File: config.mk
export PLATFORM = sky130hd
export DESIGN_NAME = ram_access_ctrl
export DESIGN_NICKNAME = d
export VERILOG_FILES = /design/src/rtl/ram_access_ctrl.sv
export SDC_FILE = /design/constraint.sdc
export NUM_CORES = 1
export LEC_CHECK = 0
export BUFFER_PORTS_ARGS = -buffer_cell sky130_fd_sc_hd__buf_4
export CAP_MARGIN = 5
export CORE_AREA = 10 10 63 76
export DETAILED_ROUTE_END_ITERATION = 12
export DIE_AREA = 0 0 73 86
export GPL_ROUTABILITY_DRIVEN = 1
export PLACE_DENSITY = 0.77
export SLEW_MARGIN = 20
export SYNTH_ARGS = -nofsm -noshare
export SYNTH_HDL_FRONTEND = slang
export SYNTH_SLANG_ARGS = --single-unit
File: constraint.sdc
create_clock -name clk -period 1.85 [get_ports clk]
set_clock_uncertainty 0.15 [all_clocks]
set_input_delay 0.0925 -clock clk [delete_from_list [all_inputs] [get_ports clk]]
set_output_delay 0.0925 -clock clk [all_outputs]
set_load 0.03 [all_outputs]
File: src/rtl/ram_access_ctrl.sv
// Request/response front end for the 64x16 single-port data RAM.
// Issues one-cycle RAM commands, absorbs the 1-cycle read latency, optionally zero-fills after reset.
module ram_access_ctrl #(
    parameter int unsigned        ADDR_W        = 6,
    parameter int unsigned        DATA_W        = 16,
    parameter bit                 INIT_ON_RESET = 1'b1,
    parameter logic [DATA_W-1:0]  INIT_VALUE    = '0
) (
    input  logic              clk,
    input  logic              rst_n,
    input  logic              req_valid,
    output logic              req_ready,
    input  logic              req_we,
    input  logic [ADDR_W-1:0] req_addr,
    input  logic [DATA_W-1:0] req_wdata,
    output logic              rsp_valid,
    input  logic              rsp_ready,
    output logic [DATA_W-1:0] rsp_rdata,
    output logic              init_done,
    output logic [ADDR_W-1:0] ram_add,
    output logic [DATA_W-1:0] ram_data_in,
    output logic              ram_r_w,
    output logic              ram_enable,
    output logic              ram_ce,
    input  logic [DATA_W-1:0] ram_data_out
);

    typedef enum logic [1:0] {INIT, IDLE, RD_WAIT, RSP} state_t;

    localparam state_t RST_STATE = INIT_ON_RESET ? INIT : IDLE;

    state_t            state;
    logic [ADDR_W:0]   init_cnt;
    logic [ADDR_W:0]   init_next;
    logic              accept;

    assign init_next = init_cnt + (ADDR_W+1)'(1);

    always_comb begin
        req_ready   = rst_n && ((state == IDLE) || ((state == RSP) && rsp_ready));
        accept      = req_valid && req_ready;
        ram_add     = '0;
        ram_data_in = '0;
        ram_r_w     = 1'b0;
        ram_enable  = 1'b0;
        ram_ce      = 1'b0;
        // Gating on rst_n keeps the RAM quiet even though reset parks the FSM in INIT.
        if (rst_n) begin
            if (state == INIT) begin
                ram_add     = init_cnt[ADDR_W-1:0];
                ram_data_in = INIT_VALUE;
                ram_r_w     = 1'b1;
                ram_enable  = 1'b1;
                ram_ce      = 1'b1;
            end else if (accept) begin
                ram_add     = req_addr;
                ram_data_in = req_wdata;
                ram_r_w     = req_we;
                ram_enable  = 1'b1;
                ram_ce      = 1'b1;
            end
        end
    end

    always_ff @(posedge clk or negedge rst_n) begin
        if (!rst_n) begin
            state     <= RST_STATE;
            init_cnt  <= '0;
            rsp_valid <= 1'b0;
            rsp_rdata <= '0;
            init_done <= !INIT_ON_RESET;
        end else begin
            case (state)
                INIT: begin
                    init_cnt <= init_next;
                    if (init_next[ADDR_W]) begin
                        state     <= IDLE;
                        init_done <= 1'b1;
                    end
                end
                IDLE: begin
                    if (accept && !req_we) state <= RD_WAIT;
                end
                RD_WAIT: begin
                    rsp_rdata <= ram_data_out;
                    rsp_valid <= 1'b1;
                    state     <= RSP;
                end
                RSP: begin
                    // A back-to-back request can only be accepted on the handshake cycle.
                    if (rsp_ready) begin
                        rsp_valid <= 1'b0;
                        state     <= (accept && !req_we) ? RD_WAIT : IDLE;
                    end
                end
                default: state <= IDLE;
            endcase
        end
    end

endmodule
==> results of run 1 <==
metrics by stage:
step	instance area (um^2)	power, uW	hold slack, ns
CTS	2250	3090	0.0228
finish	2260	3070	0.0319
floorplan	1360	2090	-0.353
global route	2260	3250	0.0530
detailed placement	2010	2730	-0.258
global placement	2010	2670	-0.261
power breakdown:
| group | total, uW | switching, uW | internal [uW] |
|---|---|---|---|
| clock network | 332 | 178 | 154 |
| registers | 1040 | 188 | 848 |
| logic | 1700 | 983 | 717 |
| total | 3070 | 1350 | 1720 |
worst paths after layout:
path | from | end | slack (ns)
max | rsp_ready | ram_data_in[2] | 0.1
min | rst_n | state[1] | 0.03
max reg2reg | state[1] | rsp_rdata[14] | 0.27
min reg2reg | rsp_rdata[6] | rsp_rdata[6] | 0.34
max in group asynchronous | rst_n | state[0] | 1.01
min in group clk | req_valid | state[0] | 0.26
registers in the layout, indices dropped and copies added (netlist names):
register,cells
state,2
rsp_valid,1
init_cnt,7
rsp_rdata,16
init_done,1
critical path, cell delays in order:
cell and delay, ns:
dlygate4sd3_1 0.55, buf_4 0.15, o2111a_2 0.36, and2_1 0.20, buf_4 0.16
layout make-up:
type                    count  area (um^2)  area share (%)
inverters                   4         15.0           0.664
flip-flops and latches     27          677            29.9
repair buffers            107          851            37.6
multi-input cells          85          624            27.6
well taps                  37         46.3            2.05
clock buffers               4         45.0            1.99
diodes                      1         2.50           0.111
cell usage in the layout, fill, tap and decap left out, drive strengths merged, types with 2 or more instances in the layout:
cell type    count
xnor2            6
buf             88
and4             2
dlygate4sd3     19
clkbuf           4
and2            16
a21bo            2
nand2           19
a21oi            7
dfrtp           27
nand3            2
nand4            2
inv              4
nor2             3
mux2            16
timing repair:
action,in CTS,in global routing
pin swaps,0,1
hold buffers,19,0
endpoints found under the hold margin,45,0
gates resized for setup,1,2
setup endpoints to repair,7,9
buffers inserted,0,0
metal layers:
metal	wire length [um]	vias to the layer above	share of wire, %
met4	124	0	2.8
li1	-	619	-
met3	256	9	5.8
met5	0	-	0
met1	1600	590	36
met2	2440	46	55
cells by family (layout without fill, tap and decap cells):
logic type | after synthesis | count (layout)
adder cells (fa/ha/maj) | 1 | 1
buffers and inverters | 10 | 115
multiplexers | 16 | 16
flip-flops | 27 | 27
other | 0 | 1
XOR/XNOR | 6 | 6
AO/OA/AOI/OAI | 15 | 15
AND/OR/NAND/NOR | 47 | 47
==> impl_metrics.py, run 1 <==
metrics = {
    "outcome": {
        "outcome": "complete, no violations",
    },
    "final_layout": {
        "nets": 272,
        "fin_cells": 265,
        "finish.utilization_pct": 68.9,
        "fillers": 267,
        "area_growth_pct": 66.9,
        "drive_gt1_share_pct": 48.0,
    },
    "clock_network": {
        "h-tree-depth": 1,
        "cts.clk_slew.worst_paths_ns": 0.09,
        "ctsRootBufferMaster": "clkbuf_8",
        "cts_buffers": 3,
        "cts_buffer_depth": 2,
        "tritoncts": "built",
        "insertion_delay_ns": 0.27,
        "cts_sinks": 27,
    },
    "worst_setup_path": {
        "crit_arrival_ns": 1.51,
        "end_kind": "primary output",
        "cp_max_fo": 18,
        "worstRegToRegCells": 3,
        "crit_required_ns": 1.61,
        "startpoint_type": "primary input",
        "critPathKind": "in2out",
    },
    "timing": {
        "relSlewSlack_pct": 68.0,
        "final-setup-viol-count": 0,
        "tightestPinTransition_ns": 0.479,
        "rsz0062_at_grt": "no",
        "fin_crit_ns": 1.75,
        "fin_setup_tns_ns": 0,
        "layout_setup_ws_ns": 0.0955,
        "fmax_ghz": 0.570,
        "hold_violations": 0,
        "maxSlewViolCount": 0,
        "fin_crit_sh_pct": 94.8,
    },
    "synthesis": {
        "synth_top_area_share_pct": 49.9,
        "synth_compound_area_share_pct": 8.59,
        "yosysMostFrequentCell": "dfrtp_1",
        "synth_adder_area_share_pct": 0.923,
        "synth_ff_type": "dfrtp_1",
        "synth.distinct_cells": 30,
        "ys_seq_area_share_pct": 49.9,
        "synth_xor_xnor_area_share_pct": 3.88,
        "synth_mux_area_share_pct": 13.3,
        "yosys.area_share.simple_pct": 18.8,
        "ys_seq_elements": 27,
        "synth_edf_count": 0,
        "syn_avg_cell_area_um2": 11.1,
        "synth_nets": 166,
        "yosysTopAreaCell": "dfrtp_1",
        "synth_top_family_by_area": "simple AND/OR/NAND/NOR gates",
        "async_reset_ff_share_pct": 100,
        "synth_cells": 122,
        "ys_warn_count": 0,
        "synthTopCellsByArea": "dfrtp_1, mux2_1, and2_1",
        "synthTopCellsByCount": "dfrtp_1, nand2_1, and2_1, mux2_1",
        "synth_area_mm2": 0.00136,
    },
    "grt": {
        "grt.overflow.total": 0,
        "grt_busiest_layer": "met2",
        "grt_max_degree": 27,
        "grt_first_pass_wirelength_um": 6840,
        "grt_use_met3_pct": 2.19,
        "grt_antenna_before_repair": 1,
        "grtUsageMet2_pct": 24.8,
        "grt_util_met1_pct": 13.8,
        "gr-usage-all-layers_pct": 13.4,
        "grt_pass1_vias": 1380,
    },
    "routing": {
        "vias_per_cell": 4.77,
        "wl_per_cell_um": 16.7,
        "route.detailed.drc": 0,
        "drt-total-wl_um": 4420,
        "firstDrtPassIters": 4,
        "postRouteAntennaNets": 0,
        "drt_iter0_markers": 51,
        "vias": 1264,
    },
    "floorplanning": {
        "io_pins": 87,
        "die_area_mm2": 0.00628,
        "die_w_um": 73,
        "rows": 23,
        "die_h_um": 86,
        "core_mm2": 0.00328,
        "initial_utilization_pct": 41.3,
    },
    "place": {
        "place_inst": 241,
        "preCtsSetupSlack_ns": 0.276,
        "port_buffers": 86,
        "place.gp.congestion": 0.758,
    },
    "worst_hold_path": {
        "min_path_type": "in2async",
    },
    "power": {
        "leakagePower_uw": 0.00114,
        "p_per_area_mw_per_mm2": 1360,
        "ir_drop_mv": 0.950,
    },
    "job": {
        "maxCapViolCount": 0,
    },
}
No activity file was read; power rests on OpenSTA's default activity.
==> inputs of run 2 (changes only) <==
Settings changed: ABC_AREA from default to 1, BUFFER_PORTS_ARGS -buffer_cell sky130_fd_sc_hd__buf_4 to -buffer_cell sky130_fd_sc_hd__buf_2.
==> run 2 against run 1 <==
Sequential power barely moved. Highest routed layer unchanged. Utilization fell by 4.6 points. Combinational power is 4% lower. Global-route usage decreased by 1.0 points. Register-to-register slack better by 0.11 ns. Critical path depth up 2. Maximum frequency shrank 0.19%. Hold slack got worse by 0.0097 ns. Routed wire length is 9.2% lower. Final area decreased by 6.6%.
==> impl_metrics.py, run 2 <==
metrics = {
    "outcome": {
        "outcome": "complete, no violations",
    },
    "synthesis": {
        "synth_adder_area_share_pct": 0.924,
        "synth_edf_count": 0,
        "synthTopCellsByArea": "dfrtp_1, mux2_2, inv_1",
        "synth_top_area_share_pct": 49.9,
        "synth_top_family_by_area": "simple AND/OR/NAND/NOR gates",
        "ys_warn_count": 0,
        "yosys.area_share.simple_pct": 17.8,
        "yosysMostFrequentCell": "inv_1",
        "synth_mux_area_share_pct": 13.3,
        "synth_cells": 148,
        "async_reset_ff_share_pct": 100,
        "synth_compound_area_share_pct": 4.62,
        "ys_seq_elements": 27,
        "syn_avg_cell_area_um2": 9.15,
        "synth_xor_xnor_area_share_pct": 2.59,
        "synth.distinct_cells": 22,
        "ys_seq_area_share_pct": 49.9,
        "synth_nets": 192,
        "yosysTopAreaCell": "dfrtp_1",
        "synthTopCellsByCount": "inv_1, dfrtp_1, nand2_1, nor2_1, mux2_2",
        "synth_area_mm2": 0.00135,
        "synth_ff_type": "dfrtp_1",
    },
    "timing": {
        "hold_violations": 0,
        "fin_setup_tns_ns": 0,
        "holdWs_ns": 0.0222,
        "fmax_ghz": 0.569,
        "final-setup-viol-count": 0,
        "maxSlewViolCount": 0,
        "tightestPinTransition_ns": 0.407,
        "fin_crit_sh_pct": 95.0,
        "fin_crit_ns": 1.76,
        "relSlewSlack_pct": 72.8,
    },
    "place": {
        "place_area_mm2": 0.00183,
        "dp_hpwl_um": 3160,
        "port_buffers": 86,
        "place.gp.congestion": 0.848,
    },
    "clock_network": {
        "cts_buffers": 3,
        "insertion_delay_ns": 0.28,
        "tritoncts": "built",
        "cts_buffer_depth": 2,
        "h-tree-depth": 1,
        "cts_sinks": 27,
        "ctsRootBufferMaster": "clkbuf_8",
        "cts.clk_slew.worst_paths_ns": 0.10,
    },
    "routing": {
        "vias_per_cell": 4.47,
        "drt-total-wl_um": 4010,
        "postRouteAntennaNets": 0,
        "drt_iter0_markers": 28,
        "vias": 1318,
        "firstDrtPassIters": 4,
        "wl_per_cell_um": 13.6,
        "route.detailed.drc": 0,
    },
    "floorplanning": {
        "die_area_mm2": 0.00628,
        "die_h_um": 86,
        "rows": 23,
        "initial_utilization_pct": 41.3,
        "io_pins": 87,
        "die_w_um": 73,
        "core_mm2": 0.00328,
    },
    "final_layout": {
        "postLayoutCellArea_mm2": 0.00211,
        "nets": 303,
        "largest_register_ffs": 16,
        "area_growth_pct": 55.9,
        "regMostFlops": "rsp_rdata",
        "fillers": 275,
        "diodes": 0,
        "drive_gt1_share_pct": 46.9,
        "finish.utilization_pct": 64.3,
        "top_regs": "rsp_rdata: 16 flops, init_cnt: 7 flops, state: 2 flops",
        "most-common-layout-cells": "buf_2, inv_1, dfrtp_1",
        "final_common_cell": "buf_2",
    },
    "worst_setup_path": {
        "crit_family": "buffers and inverters",
        "crit_buf_inv": 3,
        "crit_required_ns": 1.61,
        "max_stage_delay_ns": 0.61,
        "worstPathCellList": "dlygate4sd3_1, nand2_2, nor3_4, buf_6, nand2_1, o21ai_0, buf_2",
        "r2r_setup_slack_ns": 0.38,
        "r2r-start": "state[0]",
        "crit_arrival_ns": 1.52,
        "critPathKind": "in2out",
        "reg2reg_to": "rsp_rdata[0]",
        "startpoint_type": "primary input",
        "cp_max_fo": 6,
        "cp_slowest_cell": "dlygate4sd3_1",
        "worstRegToRegCells": 3,
        "end_kind": "primary output",
    },
    "worst_hold_path": {
        "min_path_type": "in2reg",
        "hold_depth": 3,
        "worstHoldEndpoint": "state[1]",
        "hold_path.startpoint": "rsp_ready",
    },
    "power": {
        "ir_drop_mv": 0.902,
        "power.total_uw": 2990,
        "leakagePower_uw": 0.00120,
        "p_per_area_mw_per_mm2": 1420,
    },
    "job": {
        "maxCapViolCount": 0,
    },
    "grt": {
        "grt_max_degree": 20,
        "gr-usage-all-layers_pct": 12.3,
        "grt_antenna_before_repair": 0,
        "grt_pass1_vias": 1349,
        "grt.overflow.total": 0,
        "grt_first_pass_wirelength_um": 6270,
    },
}
run 2: timing repair:
action / 4_1_cts / 5_1_grt
gates resized for setup: 0 / 15
hold buffers: 19 / 0
endpoints found under the hold margin: 45 / 0
setup buffers: 0 / 1
endpoints found under the setup margin: 0 / 25
run 2: cell type report:
type,instances,area (um^2),area share (%)
clock buffers,3,41.3,1.96
clock inverters,1,7.51,0.356
inverters,32,123,5.81
multi-input cells,86,542,25.7
flip-flops and latches,27,677,32.1
well taps,37,46.3,2.19
repair buffers,109,674,32.0
run 2: how the worst max path moves through the flow:
| stage | startpoint | end | slack [ns] | cells after the start |
|---|---|---|---|---|
| 2_1_floorplan | state[1] | ram_add[2] | 0.04 | 3 |
| 3_3_place_gp | state[1] | ram_r_w | 0.38 | 6 |
| 3_5_place_dp | state[1] | ram_r_w | 0.34 | 6 |
| 4_1_cts | rst_n | ram_r_w | 0.02 | 7 |
| 5_1_grt | state[0] | ram_r_w | -0.01 | 5 |
| 6_report | rst_n | ram_add[4] | 0.09 | 7 |
run 2: report_power, final:
part | total (uW) | internal [uW] | leakage (uW) | switching, uW
registers | 1010 | 851 | 0.000325 | 158
logic | 1640 | 585 | 0.000853 | 1060
clock network | 342 | 153 | 0.0000217 | 189
run 2: cells by family after synthesis:
logic type      count (synthesis)
xor+xnor                        4
flops                          27
compound gates                 11
fa+ha+maj                       1
mux                            16
simple gates                   54
buf+inv                        35
run 2: routing by layer:
metal  global-route usage, %  share of wire [%]  up-vias
li1                        -                  -      670
met1                    12.3                 36      589
met2                    21.8                 52       54
met3                    5.54                 10        5
met4                    4.15                1.2        0
met5                       0                  0        -
run 2: metrics by stage:
| stage | setup WS [ns] | cells |
|---|---|---|
| 2_1_floorplan | 0.0423 | 148 |
| 3_3_place_gp | 0.382 | 272 |
| 3_5_place_dp | 0.335 | 272 |
| 4_1_cts | 0.0153 | 295 |
| 5_1_grt | -0.0107 | 295 |
| 6_report | 0.0921 | 295 |
run 2: worst min-delay path: cells and delay by family:
family	cells	cell delay, ns
buf+inv	1	0.10
simple gates	2	0.22
==> inputs of run 3 (changes only) <==
--- a/config.mk
+++ b/config.mk
@@ -9,7 +9,7 @@
 export BUFFER_PORTS_ARGS = -buffer_cell sky130_fd_sc_hd__buf_2
 export CAP_MARGIN = 5
-export CORE_AREA = 10 10 63 76
+export CORE_AREA = 10 10 62 77
 export DETAILED_ROUTE_END_ITERATION = 12
-export DIE_AREA = 0 0 73 86
+export DIE_AREA = 0 0 72 87
 export GPL_ROUTABILITY_DRIVEN = 1
 export PLACE_DENSITY = 0.77
--- a/constraint.sdc
+++ b/constraint.sdc
@@ -3,3 +3,3 @@
 set_input_delay 0.0925 -clock clk [delete_from_list [all_inputs] [get_ports clk]]
 set_output_delay 0.0925 -clock clk [all_outputs]
-set_load 0.03 [all_outputs]
+set_load 0.02 [all_outputs]
==> run 3 against run 2 <==
Routed wire length increased by 9.9%. Setup slack improved by 0.015 ns. Hold slack improved by 0.30 ns. Final area increased by 3.5%. Maximum frequency increased by 0.88%. First-iteration DRC count decreased by 64%. Final cell count increased by 3.1%. Power decreased by 4.6%. Count of clock-buffer cells in the layout increased by 1. Non-clock buffer count increased by 6. Sequential share of layout area decreased by 1.1 points.
==> impl_metrics.py, run 3 (synthesis gave the netlist of run 2 again) <==
metrics = {
    "outcome": {
        "outcome": "complete, no violations",
    },
    "timing": {
        "fmax_ghz": 0.574,
        "holdWs_ns": 0.321,
        "fin_crit_ns": 1.74,
        "tightestPinTransition_ns": 0.408,
        "maxSlewViolCount": 0,
        "relSlewSlack_pct": 72.7,
        "final-setup-viol-count": 0,
        "fin_crit_sh_pct": 94.2,
        "hold_violations": 0,
        "layout_setup_ws_ns": 0.107,
    },
    "worst_setup_path": {
        "crit_arrival_ns": 1.50,
        "reg2reg_to": "rsp_rdata[1]",
        "worstPathCellList": "nand2_2, nor3_4, buf_6, buf_6, nand2_1, o31ai_1, buf_2",
        "worstRegToRegCells": 3,
        "crit_path_start": "state[0]",
        "r2r_setup_slack_ns": 0.28,
        "critPathKind": "reg2out",
        "max_stage_delay_ns": 0.43,
        "crit_required_ns": 1.61,
        "r2r-start": "state[1]",
        "cp_slowest_cell": "dfrtp_1",
        "cp_max_fo": 5,
        "crit_top_cell": "buf_6",
        "end_kind": "primary output",
        "startpoint_type": "flop",
    },
    "final_layout": {
        "largest_register_ffs": 16,
        "top_regs": "rsp_rdata: 16 flops, init_cnt: 7 flops, state: 2 flops",
        "area_growth_pct": 61.4,
        "diodes": 0,
        "final_common_cell": "buf_2",
        "postLayoutCellArea_mm2": 0.00218,
        "drive_gt1_share_pct": 47.9,
        "fillers": 272,
        "regMostFlops": "rsp_rdata",
        "nets": 310,
        "fin_cells": 304,
        "finish.utilization_pct": 65.0,
        "most-common-layout-cells": "buf_2, inv_1, dfrtp_1",
    },
    "grt": {
        "grt_pass1_vias": 1442,
        "grt_first_pass_wirelength_um": 6620,
        "gr-usage-all-layers_pct": 13.1,
        "grt_antenna_before_repair": 0,
        "grt.overflow.total": 0,
        "grt_max_degree": 28,
    },
    "worst_hold_path": {
        "hold_path.startpoint": "init_done",
        "hold_depth": 2,
        "worstHoldEndpoint": "init_done",
        "min_path_type": "reg2reg",
    },
    "power": {
        "ir_drop_mv": 0.874,
        "p_per_area_mw_per_mm2": 1310,
        "leakagePower_uw": 0.00125,
    },
    "clock_network": {
        "cts_buffer_depth": 2,
        "cts_buffers": 3,
        "h-tree-depth": 1,
        "insertion_delay_ns": 0.27,
        "cts_sinks": 27,
        "cts.clk_slew.worst_paths_ns": 0.08,
        "tritoncts": "built",
        "ctsRootBufferMaster": "clkbuf_8",
    },
    "floorplanning": {
        "die_h_um": 87,
        "io_pins": 87,
        "die_area_mm2": 0.00626,
        "rows": 24,
        "initial_utilization_pct": 40.3,
        "core_mm2": 0.00336,
        "die_w_um": 72,
    },
    "place": {
        "place_inst": 271,
        "place_area_mm2": 0.00181,
        "place.gp.congestion": 0.756,
        "dp_hpwl_um": 3230,
        "port_buffers": 86,
        "preCtsSetupSlack_ns": 0.238,
    },
    "routing": {
        "drt-total-wl_um": 4410,
        "top_layer": "met4",
        "wl_per_cell_um": 14.5,
        "met3_length_um": 576,
        "m1WireLength_um": 1510,
        "postRouteAntennaNets": 0,
        "route.detailed.drc": 0,
        "wl_met2_um": 2260,
        "vias": 1394,
        "firstDrtPassIters": 4,
        "vias_per_cell": 4.59,
        "drt_iter0_markers": 10,
    },
    "job": {
        "maxCapViolCount": 0,
    },
}
run 3: routing by layer:
metal,track usage [%],up-vias
li1,-,687
met1,12.7,641
met2,23.3,60
met3,7.31,6
met4,3.53,0
met5,0,-
run 3: area by class of cell:
type | count | area (um^2) | area share [%]
clock buffer | 4 | 45.0 | 2.06
timing repair inverter | 1 | 5.00 | 0.229
multi-input combinational | 86 | 547 | 25.0
tap | 39 | 48.8 | 2.23
sequential | 27 | 677 | 31.0
inverter | 32 | 125 | 5.73
timing repair buffer | 115 | 737 | 33.7
run 3: power by group:
group | leakage (uW) | total, uW | internal [uW] | switching, uW
logic | 0.000900 | 1510 | 621 | 889
registers | 0.000325 | 1020 | 852 | 170
clock network | 0.0000228 | 322 | 154 | 168
total | 0.00125 | 2850 | 1630 | 1230
run 3: worst max-delay path by stage:
stage / to / slack (ns)
2_1_floorplan: ram_add[2] / 0.25
3_3_place_gp: ram_r_w / 0.28
3_5_place_dp: ram_add[5] / 0.24
4_1_cts: ram_add[1] / 0.005
5_1_grt: ram_data_in[10] / -0.002
6_report: ram_add[1] / 0.11
run 3: critical path, delay by kind of cell, from the launching register on:
family                 cells  cell delay, ns
flip-flops                 1            0.43
AND/OR/NAND/NOR            3            0.31
AO/OA/AOI/OAI              1            0.05
buffers and inverters      3            0.45
run 3: repair_timing:
action,CTS,global route
endpoints found under the setup margin,9,25
pin swaps,1,2
setup buffers,2,5
resized for setup,2,16
gates cloned,0,1
hold endpoints to repair,45,27
hold buffers,20,1
run 3: metrics by stage:
stage,setup TNS [ns],power (uW)
CTS,0,2750
global placement,0,2310
floorplan,0,1890
detailed placement,0,2360
global route,-0.00217,3060
finish,0,2850
